File: src/rtl/serv_rf_ram_if_mh.sv
// serv_rf_ram_if_mh
//   Bit-serial to RF_WIDTH-bit RAM adapter for the SERV register file with
//   multiple hart contexts sharing one RAM and a configurable RAM read latency.
//
// Ports:
//   i_clk, i_rst_n        clock, asynchronous active-low reset
//   i_hart                hart context, sampled with a request
//   i_rreq / i_wreq       read / write request pulses (accepted only when idle)
//   o_ready               pulse: serial phase starts next cycle
//   o_busy                transaction in progress
//   i_rreg0/1, i_wreg0/1  source / destination register indices
//   i_wen0/1, i_wdata0/1  serial write enables and data, LSB first
//   o_rdata0/1            serial read data, LSB first
//   o_waddr/o_wdata/o_wen RAM write port
//   o_raddr/o_ren/i_rdata RAM read port, data valid RD_LAT cycles after o_ren
module serv_rf_ram_if_mh #(
    parameter int RF_WIDTH  = 2,
    parameter int WITH_CSR  = 1,
    parameter int NUM_HARTS = 1,
    parameter int RD_LAT    = 1,
    parameter int RF_L2D    = $clog2(NUM_HARTS*(32+4*WITH_CSR)*32/RF_WIDTH)
) (
    input  logic                                             i_clk,
    input  logic                                             i_rst_n,
    input  logic [(NUM_HARTS > 1 ? $clog2(NUM_HARTS) : 1)-1:0] i_hart,
    input  logic                                             i_rreq,
    input  logic                                             i_wreq,
    output logic                                             o_ready,
    output logic                                             o_busy,
    input  logic [4+WITH_CSR:0]                              i_rreg0,
    input  logic [4+WITH_CSR:0]                              i_rreg1,
    input  logic [4+WITH_CSR:0]                              i_wreg0,
    input  logic [4+WITH_CSR:0]                              i_wreg1,
    input  logic                                             i_wen0,
    input  logic                                             i_wen1,
    input  logic                                             i_wdata0,
    input  logic                                             i_wdata1,
    output logic                                             o_rdata0,
    output logic                                             o_rdata1,
    output logic [RF_L2D-1:0]                                o_waddr,
    output logic [RF_WIDTH-1:0]                              o_wdata,
    output logic                                             o_wen,
    output logic [RF_L2D-1:0]                                o_raddr,
    output logic                                             o_ren,
    input  logic [RF_WIDTH-1:0]                              i_rdata
);

    localparam int CH   = 32 / RF_WIDTH;
    localparam int REGS = 32 + 4*WITH_CSR;
    localparam int HW   = (NUM_HARTS > 1) ? $clog2(NUM_HARTS) : 1;
    localparam int RW   = 5 + WITH_CSR;

    typedef enum logic [2:0] {
        IDLE, RD_PRIME, RD_STREAM, WR_ACK, WR_STREAM, WR_DRAIN
    } state_t;

    state_t r_state, w_next;

    logic [5:0]          r_cnt;
    logic [HW-1:0]       r_hart;
    logic [RW-1:0]       r_reg0, r_reg1;

    logic [RD_LAT-1:0]   r_rvld, r_rprt;
    logic [RF_WIDTH-1:0] r_rhold0, r_rsh0, r_rsh1;

    logic [RF_WIDTH-2:0] r_wsh0, r_wsh1;
    logic [RF_WIDTH-1:0] w_wfull0, w_wfull1;
    logic [RF_WIDTH-1:0] r_wbuf0, r_wbuf1;
    logic                r_pend0, r_pend1;
    logic [4:0]          r_wchunk, w_wchunk;
    logic                w_wdone;

    int unsigned         w_rchunk, w_rphase;
    logic                w_ren, w_rport;
    logic                w_rdv, w_rdp;

    function automatic logic [RF_L2D-1:0] f_addr(input logic [31:0] h,
                                                 input logic [31:0] r,
                                                 input logic [31:0] k);
        return RF_L2D'((h*REGS + r)*CH + k);
    endfunction

    // ---------------- state register ----------------
    always_ff @(posedge i_clk or negedge i_rst_n) begin
        if (!i_rst_n) r_state <= IDLE;
        else          r_state <= w_next;
    end

    // ---------------- next-state logic ----------------
    always_comb begin
        w_next = r_state;
        case (r_state)
            IDLE: begin
                if (i_rreq)      w_next = RD_PRIME;   // read wins over a simultaneous write
                else if (i_wreq) w_next = WR_ACK;
            end
            RD_PRIME:  if (r_cnt == 6'(RD_LAT + 1))  w_next = RD_STREAM;
            RD_STREAM: if (r_cnt == 6'(RD_LAT + 33)) w_next = IDLE;
            WR_ACK:    w_next = WR_STREAM;
            WR_STREAM: if (r_cnt == 6'd32) w_next = WR_DRAIN;
            // Stay one extra cycle only when port 1 is still queued behind port 0.
            WR_DRAIN:  if (!(r_pend0 && r_pend1)) w_next = IDLE;
            default:   w_next = IDLE;
        endcase
    end

    // ---------------- output logic ----------------
    always_comb begin
        // Reads for chunk k issue at counts k*W (port 0) and k*W+1 (port 1),
        // which keeps the next chunk arriving just as the current one empties.
        w_rchunk = 32'(r_cnt) / RF_WIDTH;
        w_rphase = 32'(r_cnt) % RF_WIDTH;
        w_rport  = (w_rphase == 1);
        w_ren    = 1'b0;
        o_ready  = 1'b0;
        o_busy   = (r_state != IDLE);
        case (r_state)
            RD_PRIME: o_ready = (r_cnt == 6'(RD_LAT + 1));
            WR_ACK:   o_ready = 1'b1;
            default:  o_ready = 1'b0;
        endcase
        if ((r_state == RD_PRIME || r_state == RD_STREAM) &&
            w_rchunk < CH && w_rphase < 2)
            w_ren = 1'b1;
        o_ren   = w_ren;
        o_raddr = w_ren ? f_addr(32'(r_hart), 32'(w_rport ? r_reg1 : r_reg0), w_rchunk)
                        : '0;

        o_wen = r_pend0 | r_pend1;
        if (r_pend0) begin
            o_waddr = f_addr(32'(r_hart), 32'(r_reg0), 32'(r_wchunk));
            o_wdata = r_wbuf0;
        end else if (r_pend1) begin
            o_waddr = f_addr(32'(r_hart), 32'(r_reg1), 32'(r_wchunk));
            o_wdata = r_wbuf1;
        end else begin
            o_waddr = '0;
            o_wdata = '0;
        end

        o_rdata0 = r_rsh0[0];
        o_rdata1 = r_rsh1[0];
    end

    // ---------------- transaction counter and request capture ----------------
    always_ff @(posedge i_clk or negedge i_rst_n) begin
        if (!i_rst_n) begin
            r_cnt  <= '0;
            r_hart <= '0;
            r_reg0 <= '0;
            r_reg1 <= '0;
        end else begin
            r_cnt <= (r_state == IDLE) ? '0 : r_cnt + 6'd1;
            if (r_state == IDLE) begin
                if (i_rreq) begin
                    r_hart <= i_hart;
                    r_reg0 <= i_rreg0;
                    r_reg1 <= i_rreg1;
                end else if (i_wreq) begin
                    r_hart <= i_hart;
                    r_reg0 <= i_wreg0;
                    r_reg1 <= i_wreg1;
                end
            end
        end
    end

    // ---------------- read path ----------------
    assign w_rdv = r_rvld[RD_LAT-1];
    assign w_rdp = r_rprt[RD_LAT-1];

    always_ff @(posedge i_clk or negedge i_rst_n) begin
        if (!i_rst_n) begin
            r_rvld   <= '0;
            r_rprt   <= '0;
            r_rhold0 <= '0;
            r_rsh0   <= '0;
            r_rsh1   <= '0;
        end else begin
            // Tags travel alongside the RAM so returning data is routed by port.
            r_rvld[0] <= w_ren;
            r_rprt[0] <= w_rport;
            for (int unsigned i = 1; i < RD_LAT; i++) begin
                r_rvld[i] <= r_rvld[i-1];
                r_rprt[i] <= r_rprt[i-1];
            end
            if (w_rdv && !w_rdp)
                r_rhold0 <= (r_reg0 == '0) ? '0 : i_rdata;
            // Port 0's chunk waits in r_rhold0 so both operands load together.
            if (w_rdv && w_rdp) begin
                r_rsh0 <= r_rhold0;
                r_rsh1 <= (r_reg1 == '0) ? '0 : i_rdata;
            end else begin
                r_rsh0 <= {1'b0, r_rsh0[RF_WIDTH-1:1]};
                r_rsh1 <= {1'b0, r_rsh1[RF_WIDTH-1:1]};
            end
        end
    end

    // ---------------- write path ----------------
    assign w_wfull0 = {i_wdata0, r_wsh0};
    assign w_wfull1 = {i_wdata1, r_wsh1};
    assign w_wdone  = (r_state == WR_STREAM) && ((32'(r_cnt) % RF_WIDTH) == 0);
    assign w_wchunk = 5'((32'(r_cnt) - 32'd1) / RF_WIDTH);

    always_ff @(posedge i_clk or negedge i_rst_n) begin
        if (!i_rst_n) begin
            r_wsh0   <= '0;
            r_wsh1   <= '0;
            r_wbuf0  <= '0;
            r_wbuf1  <= '0;
            r_pend0  <= 1'b0;
            r_pend1  <= 1'b0;
            r_wchunk <= '0;
        end else begin
            if (r_state == WR_STREAM) begin
                r_wsh0 <= w_wfull0[RF_WIDTH-1:1];
                r_wsh1 <= w_wfull1[RF_WIDTH-1:1];
            end
            // A completed chunk overrides the pending flags: with W>=2 the
            // previous port-1 write has always finished by this edge.
            if (w_wdone) begin
                r_pend0  <= i_wen0 && (r_reg0 != '0);
                r_pend1  <= i_wen1 && (r_reg1 != '0);
                r_wbuf0  <= w_wfull0;
                r_wbuf1  <= w_wfull1;
                r_wchunk <= w_wchunk;
            end else if (r_pend0) begin
                r_pend0 <= 1'b0;
            end else if (r_pend1) begin
                r_pend1 <= 1'b0;
            end
        end
    end

endmodule

File: config.mk
export PLATFORM = sky130hd
export DESIGN_NAME = serv_rf_ram_if_mh
export DESIGN_NICKNAME = d
export VERILOG_FILES = /design/src/rtl/serv_rf_ram_if_mh.sv
export SDC_FILE = /design/constraint.sdc
export NUM_CORES = 1
export LEC_CHECK = 0
export ABC_AREA = 1
export CORE_ASPECT_RATIO = 1.4
export CORE_MARGIN = 2
export CORE_UTILIZATION = 55
export CTS_CLUSTER_DIAMETER = 30
export CTS_CLUSTER_SIZE = 25
export DETAILED_ROUTE_END_ITERATION = 16
export GPL_TIMING_DRIVEN = 0
export HOLD_SLACK_MARGIN = 0.06
export PLACE_DENSITY_LB_ADDON = 0.05
export SLEW_MARGIN = 20
export SYNTH_ARGS = -nofsm -noshare
export SYNTH_HDL_FRONTEND = slang
export SYNTH_SLANG_ARGS = --single-unit
File: constraint.sdc
create_clock -name i_clk -period 3.5 [get_ports i_clk]
set_input_delay 0.35 -clock i_clk [delete_from_list [all_inputs] [get_ports i_clk]]
set_output_delay 0.35 -clock i_clk [all_outputs]
set_load 0.01 [all_outputs]
==> impl_metrics.py, run 1 <==
metrics = {
    "outcome": {
        "status": "complete, no violations",
    },
    "setup_path": {
        "crit_top_cell": "nand2_1",
        "ff2ff_setup_slack_ps": 1980,
        "critical_path.max_stage_delay_ps": 530,
        "slowest_stage": "clkdlybuf4s50_1",
        "crit_family": "buffers and inverters",
        "critPathLaunchType": "register",
        "setup.worst_path.class": "register to output pin",
        "r2r_cells": 7,
        "cp.arrival_ps": 2610,
        "crit_required_ps": 3150,
        "r2r-start": "r_cnt[0]",
        "r2r-end": "r_state[2]",
        "path_max_fanout": 10,
        "cp_num_buf_inv": 3,
        "crit_path_end_kind": "output pin",
        "crit_chain": "buf_4 -> nand2_1 -> o21ai_0 -> ha_1 -> ha_1 -> inv_1 -> nor2_2 -> nand2_1 -> nand3_1 -> nand2_1 -> nor2_1 -> clkdlybuf4s50_1",
    },
    "global_routing": {
        "antenna_found_initial": 0,
        "grt_pass1_wl_mm": 12.14,
        "grt_max_degree": 31,
        "grt_usage_pct": 27.00,
        "gr-total-overflow": 0,
        "grt_pass1_vias": 2669,
    },
    "finish": {
        "layout_commonest_cell": "nand2_1",
        "finalNonFillerCells": 524,
        "final_util_pct": 72.67,
        "antenna_cells": 0,
        "drive_gt1_share_pct": 10.48,
        "multiInputGateArea_sq_um": 1536,
        "nFillCells": 427,
        "seq_area_sq_um": 1076,
        "postLayoutCellArea_sq_um": 3692,
        "layout_common_cells": "nand2_1, nor2_1, clkdlybuf4s50_1",
        "area_growth_pct": 28.92,
        "fin_nets": 508,
    },
    "timing": {
        "period_minus_slack_ps": 2961,
        "tns_ps": 0,
        "drv_slew": 0,
        "worst_pin_slew_ps": 592.8,
        "finalHoldViolCount": 0,
        "timing.final.crit_share_pct": 84.61,
        "max_freq_mhz": 337.7,
        "rsz0062_at_grt": "false",
        "setup_violations": 0,
        "finClkSkew_ps": 3.120,
        "max-slew-margin-rel_pct": 60.33,
    },
    "route": {
        "drt-total-wl_mm": 7.117,
        "met1_length_mm": 2.909,
        "via_per_inst": 5.254,
        "wl_met2_mm": 3.723,
        "post_drt_wl_per_cell_um": 13.58,
        "first_pass_iters": 4,
        "met3_length_um": 292,
        "drt-initial-drc-count": 171,
        "final_antenna_net_count": 0,
        "via_count": 2753,
        "top_layer": "met4",
        "drc_errors": 0,
    },
    "clocking": {
        "htreeDepth": 2,
        "clk_latency_ps": 290,
        "cts_tree": "done",
        "numClockSinks": 43,
        "cts.reportedPaths.clkPinSlew_ps": 80,
        "cts-root-buf": "clkbuf_8",
        "post_cts_buffers": 0,
        "clockBufferDepth": 2,
        "numCtsBuffers": 5,
    },
    "synth": {
        "netlist_area_sq_um": 2864,
        "netlist_instances": 386,
        "synth_nets": 437,
        "yosysWarnings": 0,
        "ys_ff_latch": 43,
        "syn_avg_cell_area_sq_um": 7.420,
        "ys_seq_area_share_pct": 37.57,
        "post_synth_num_cell_types": 35,
    },
    "placement": {
        "placed_area_sq_um": 3582,
        "placed_cells": 515,
        "portBuffers": 62,
        "dp_hpwl_mm": 5.507,
        "place_congestion": 0.8689,
    },
    "power_and_ir_drop": {
        "vdd_drop_max_mv": 0.4450,
        "power.leakage_nw": 1.814,
        "power_density_nw_per_um2": 803.5,
        "power_mw": 2.967,
    },
    "floorplan": {
        "rows": 31,
        "die_x_um": 64.99,
        "fp.dieArea_sq_um": 5808,
        "core_area_sq_um": 5081,
        "io_pins": 63,
        "dieHeight_um": 89.38,
        "initial_utilization_pct": 56.37,
    },
    "min_path": {
        "hp-class": "register to register",
        "hold_path_depth": 2,
        "holdPathEnd": "r_rsh1[0]",
        "hold_start": "r_rsh1[1]",
    },
    "flow_run": {
        "cap_violations": 0,
    },
}
[per-layer routing]
metal / up-vias / track usage [%]
met2: 73 / 49.30
li1: 1391 / -
met1: 1274 / 31.85
met5: - / 0
met4: 0 / 10.83
met3: 15 / 3.778
[stage by stage]
stage,hold WS (ps),setup slack [ps]
2_1_floorplan,54.41,1484
3_3_place_gp,433.9,915.6
3_5_place_dp,277.0,866.7
4_1_cts,453.3,537.5
5_1_grt,469.0,341.9
6_report,449.8,538.6
[worst max path at each step]
stage	from	end	slack (ps)	cells past startpoint
after floorplan	r_cnt[0]	o_raddr[9]	1480	11
after global placement	r_cnt[0]	o_raddr[8]	920	10
after detailed placement	r_cnt[0]	o_raddr[8]	870	10
after CTS	r_cnt[0]	o_raddr[8]	540	10
after global routing	r_cnt[0]	o_raddr[9]	340	12
final	r_cnt[0]	o_raddr[9]	540	12
[state kept, by name, summed over array words and instances, names as in the netlist]
signal	cells
r_rhold0	2
r_reg1	6
r_hart	1
r_wchunk	5
r_wsh0	1
r_rprt	1
r_rvld	1
r_rsh1	2
r_reg0	6
r_cnt	6
r_wbuf0	2
r_pend0	1
r_wbuf1	2
r_pend1	1
r_rsh0	2
r_wsh1	1
r_state	3
[cell families (layout without fill, tap and decap cells)]
group,count (synthesis),after routing,share of synthesized area [%]
and+or+nand+nor,211,211,31.54
xor gates and xnor gates,6,6,1.835
buffers and inverters,58,130,8.781
DFF,43,43,37.57
AOI/OAI and AO/OA,52,52,13.28
adders and majority gates,16,16,6.990
[synthesized netlist by cell type (all sizes together)]
| cell | instances | area (sq um) |
|---|---|---|
| xnor2 | 5 | 43.79 |
| a32o | 1 | 10.01 |
| ha | 16 | 200.2 |
| a21oi | 12 | 67.57 |
| o21ai | 19 | 113.9 |
| nand2 | 98 | 392.9 |
| nand3 | 30 | 150.1 |
| clkbuf | 2 | 7.510 |
| nand4 | 5 | 31.28 |
| nor2 | 70 | 282.8 |
| nor4 | 1 | 6.260 |
| o21bai | 1 | 7.510 |
| a22o | 4 | 35.03 |
| o2bb2ai | 1 | 8.760 |
| dfrtp | 43 | 1076 |
| buf | 6 | 51.30 |
| nor3 | 7 | 40.04 |
| xor2 | 1 | 8.760 |
| inv | 50 | 192.7 |
| o31ai | 12 | 125.1 |
| o22ai | 2 | 12.51 |
[cell type report]
type	count	area share, %
timing repair buffer	64	17.49
multi-input combinational	285	41.61
clock buffer	8	2.711
buffer	8	1.593
sequential	43	29.14
inverter	50	5.219
tap	66	2.237
[worst min-delay path, cell delays in order (launching register included)]
cell	delay, ps
dfrtp_1	320
nand2_1	50
nand2_1	50
[report_power, final]
part / internal [mW] / switching (mW)
Sequential: 0.705 / 0.231
Clock: 0.180 / 0.167
Combinational: 0.720 / 0.964
Total: 1.61 / 1.36
[what timing repair did]
action	in CTS	in global routing
hold buffers	1	0
hold endpoints to repair	13	0
resized for setup	0	0
(Power assumes the default switching activity.)
==> inputs of run 2 (changes only) <==
CORE_UTILIZATION = 46   (was 55)
clock period = 2.7 ns   (was 3.5 ns; I/O delays follow)
==> run 2 against run 1 <==
Net effect:
- setup slack worse by 360 ps
- register-to-register slack worse by 750 ps
- first-iteration DRC count is 13% lower
- sequential cell count stayed put
- critical endpoint is now o_waddr[8]
- critical path type unchanged
- sequential power is 29% higher
- combinational power is 32% higher
- clock power is 19% higher
- worst hold slack worse by 72 ps
- highest routed layer unchanged
- utilization is 12 points lower
==> impl_metrics.py, run 2 (synthesis gave the netlist of run 1 again) <==
metrics = {
    "setup_path": {
        "path_max_fanout": 6,
        "setup.worst_path.class": "register to output pin",
        "r2r-start": "r_cnt[0]",
        "crit_path_end_kind": "output pin",
        "ff2ff_setup_slack_ps": 1230,
        "crit_required_ps": 2430,
        "cp.arrival_ps": 2260,
        "critPathLaunch": "r_hart",
        "critPathLaunchType": "register",
    },
    "global_routing": {
        "grt_pass1_vias": 2743,
        "gr-total-overflow": 0,
        "grt_pass1_wl_mm": 12.43,
        "antenna_found_initial": 0,
        "grt_max_degree": 33,
        "grt_usage_pct": 22.24,
    },
    "timing": {
        "max-slew-margin-rel_pct": 59.91,
        "worst_pin_slew_ps": 599.1,
        "drv_slew": 0,
        "tns_ps": 0,
        "timing.final.crit_share_pct": 93.54,
        "finalHoldWorstSlack_ps": 377.6,
        "finClkSkew_ps": 6.988,
        "setup_violations": 0,
        "period_minus_slack_ps": 2526,
        "rsz0062_at_grt": "false",
        "finalHoldViolCount": 0,
        "max_freq_mhz": 396.0,
    },
    "finish": {
        "antenna_cells": 0,
        "reg_top3": "r_cnt (6), r_reg0 (6), r_reg1 (6)",
        "drive_gt1_share_pct": 12.58,
        "finalNonFillerCells": 533,
        "fin_nets": 511,
        "layout_common_cells": "nand2_1, nor2_1, clkdlybuf4s50_1",
        "layout_commonest_cell": "nand2_1",
        "final_util_pct": 60.78,
        "area_growth_pct": 30.01,
        "postLayoutCellArea_sq_um": 3724,
    },
    "clocking": {
        "cts_tree": "done",
        "clockBufferDepth": 2,
        "cts.reportedPaths.clkPinSlew_ps": 90,
        "cts-root-buf": "clkbuf_8",
        "htreeDepth": 2,
        "numCtsBuffers": 5,
        "numClockSinks": 43,
        "clk_latency_ps": 300,
    },
    "placement": {
        "place_congestion": 0.9015,
        "dp_hpwl_mm": 5.577,
        "portBuffers": 62,
        "placed_cells": 521,
        "placed_area_sq_um": 3590,
    },
    "route": {
        "via_count": 2758,
        "post_drt_wl_per_cell_um": 13.32,
        "final_antenna_net_count": 0,
        "drc_errors": 0,
        "drt-total-wl_mm": 7.098,
        "first_pass_iters": 4,
        "drt-initial-drc-count": 149,
        "via_per_inst": 5.174,
    },
    "power_and_ir_drop": {
        "power.internal_mw": 2.037,
        "p_seq_share_pct": 31.5,
        "power_density_nw_per_um2": 1028,
        "vdd_drop_max_mv": 0.5046,
        "switchingPower_mw": 1.791,
        "p_clk_share_pct": 10.8,
        "power.leakage_nw": 1.844,
        "switching_share_pct": 46.79,
        "p_comb_share_pct": 57.7,
    },
    "min_path": {
        "hp-class": "input pin to async pin",
    },
    "outcome": {
        "status": "complete, no violations",
    },
    "floorplan": {
        "io_pins": 63,
        "rows": 34,
        "core_area_sq_um": 6126,
        "dieHeight_um": 97.36,
        "die_x_um": 70.69,
        "fp.dieArea_sq_um": 6882,
        "initial_utilization_pct": 46.75,
    },
    "flow_run": {
        "cap_violations": 0,
    },
}
run 2: power by group through the flow:
| stage | Sequential (mW) | Combinational [mW] | Clock (mW) |
|---|---|---|---|
| after detailed placement | 1.22 | 2.18 | 0 |
| after global placement | 1.21 | 2.14 | 0 |
| after floorplan | 1.12 | 1.55 | 0 |
| after global routing | 1.25 | 2.53 | 0.451 |
| final | 1.21 | 2.21 | 0.413 |
| after CTS | 1.21 | 2.19 | 0.426 |
run 2: critical path: stages, from the launching register on:
cell and delay [ps]:
dfrtp_2 450, ha_1 230, ha_1 190, xnor2_1 270
xnor2_1 160, o2bb2ai_1 120, clkdlybuf4s50_1 540
run 2: path summary, 6_finish.rpt:
check | depth (start not counted) | to
max in group asynchronous | 3 | r_cnt[0]
min in group i_clk | 2 | r_rsh1[0]
worst max-delay path | 6 | o_waddr[8]
worst max register to register | 8 | r_state[0]
worst min-delay path | 2 | r_reg0[0]
worst min register to register | 2 | r_rsh1[0]
run 2: area by class of cell:
| type | count | area (sq um) |
|---|---|---|
| sequential | 43 | 1079 |
| multi-input combinational | 285 | 1551 |
| clock buffer | 5 | 68.82 |
| buffer | 8 | 58.81 |
| tap | 72 | 90.09 |
| fill | 589 | 2402 |
| inverter | 50 | 192.7 |
| clock inverter | 3 | 20.02 |
| timing repair buffer | 67 | 663.1 |
run 2: what timing repair did:
action | 4_1_cts | 5_1_grt
endpoints found under the setup margin | 3 | 4
setup buffers | 1 | 2
endpoints found under the hold margin | 11 | 0
cloned | 0 | 0
hold buffers | 1 | 0
resized for setup | 6 | 6
pin swaps | 0 | 1
run 2: layer usage:
metal,global-route usage [%],vias up,share of wire (%)
li1,-,1398,-
met4,7.402,0,2.6
met2,40.47,58,53
met1,26.39,1289,41
met3,3.008,13,3.8
met5,0,-,0
run 2: stage by stage:
step | setup slack, ps | power (mW)
6_report | 174.5 | 3.828
5_1_grt | 2.935 | 4.224
4_1_cts | 1.666 | 3.829
3_5_place_dp | 127.3 | 3.405
3_3_place_gp | 168.5 | 3.352
2_1_floorplan | 763.5 | 2.675
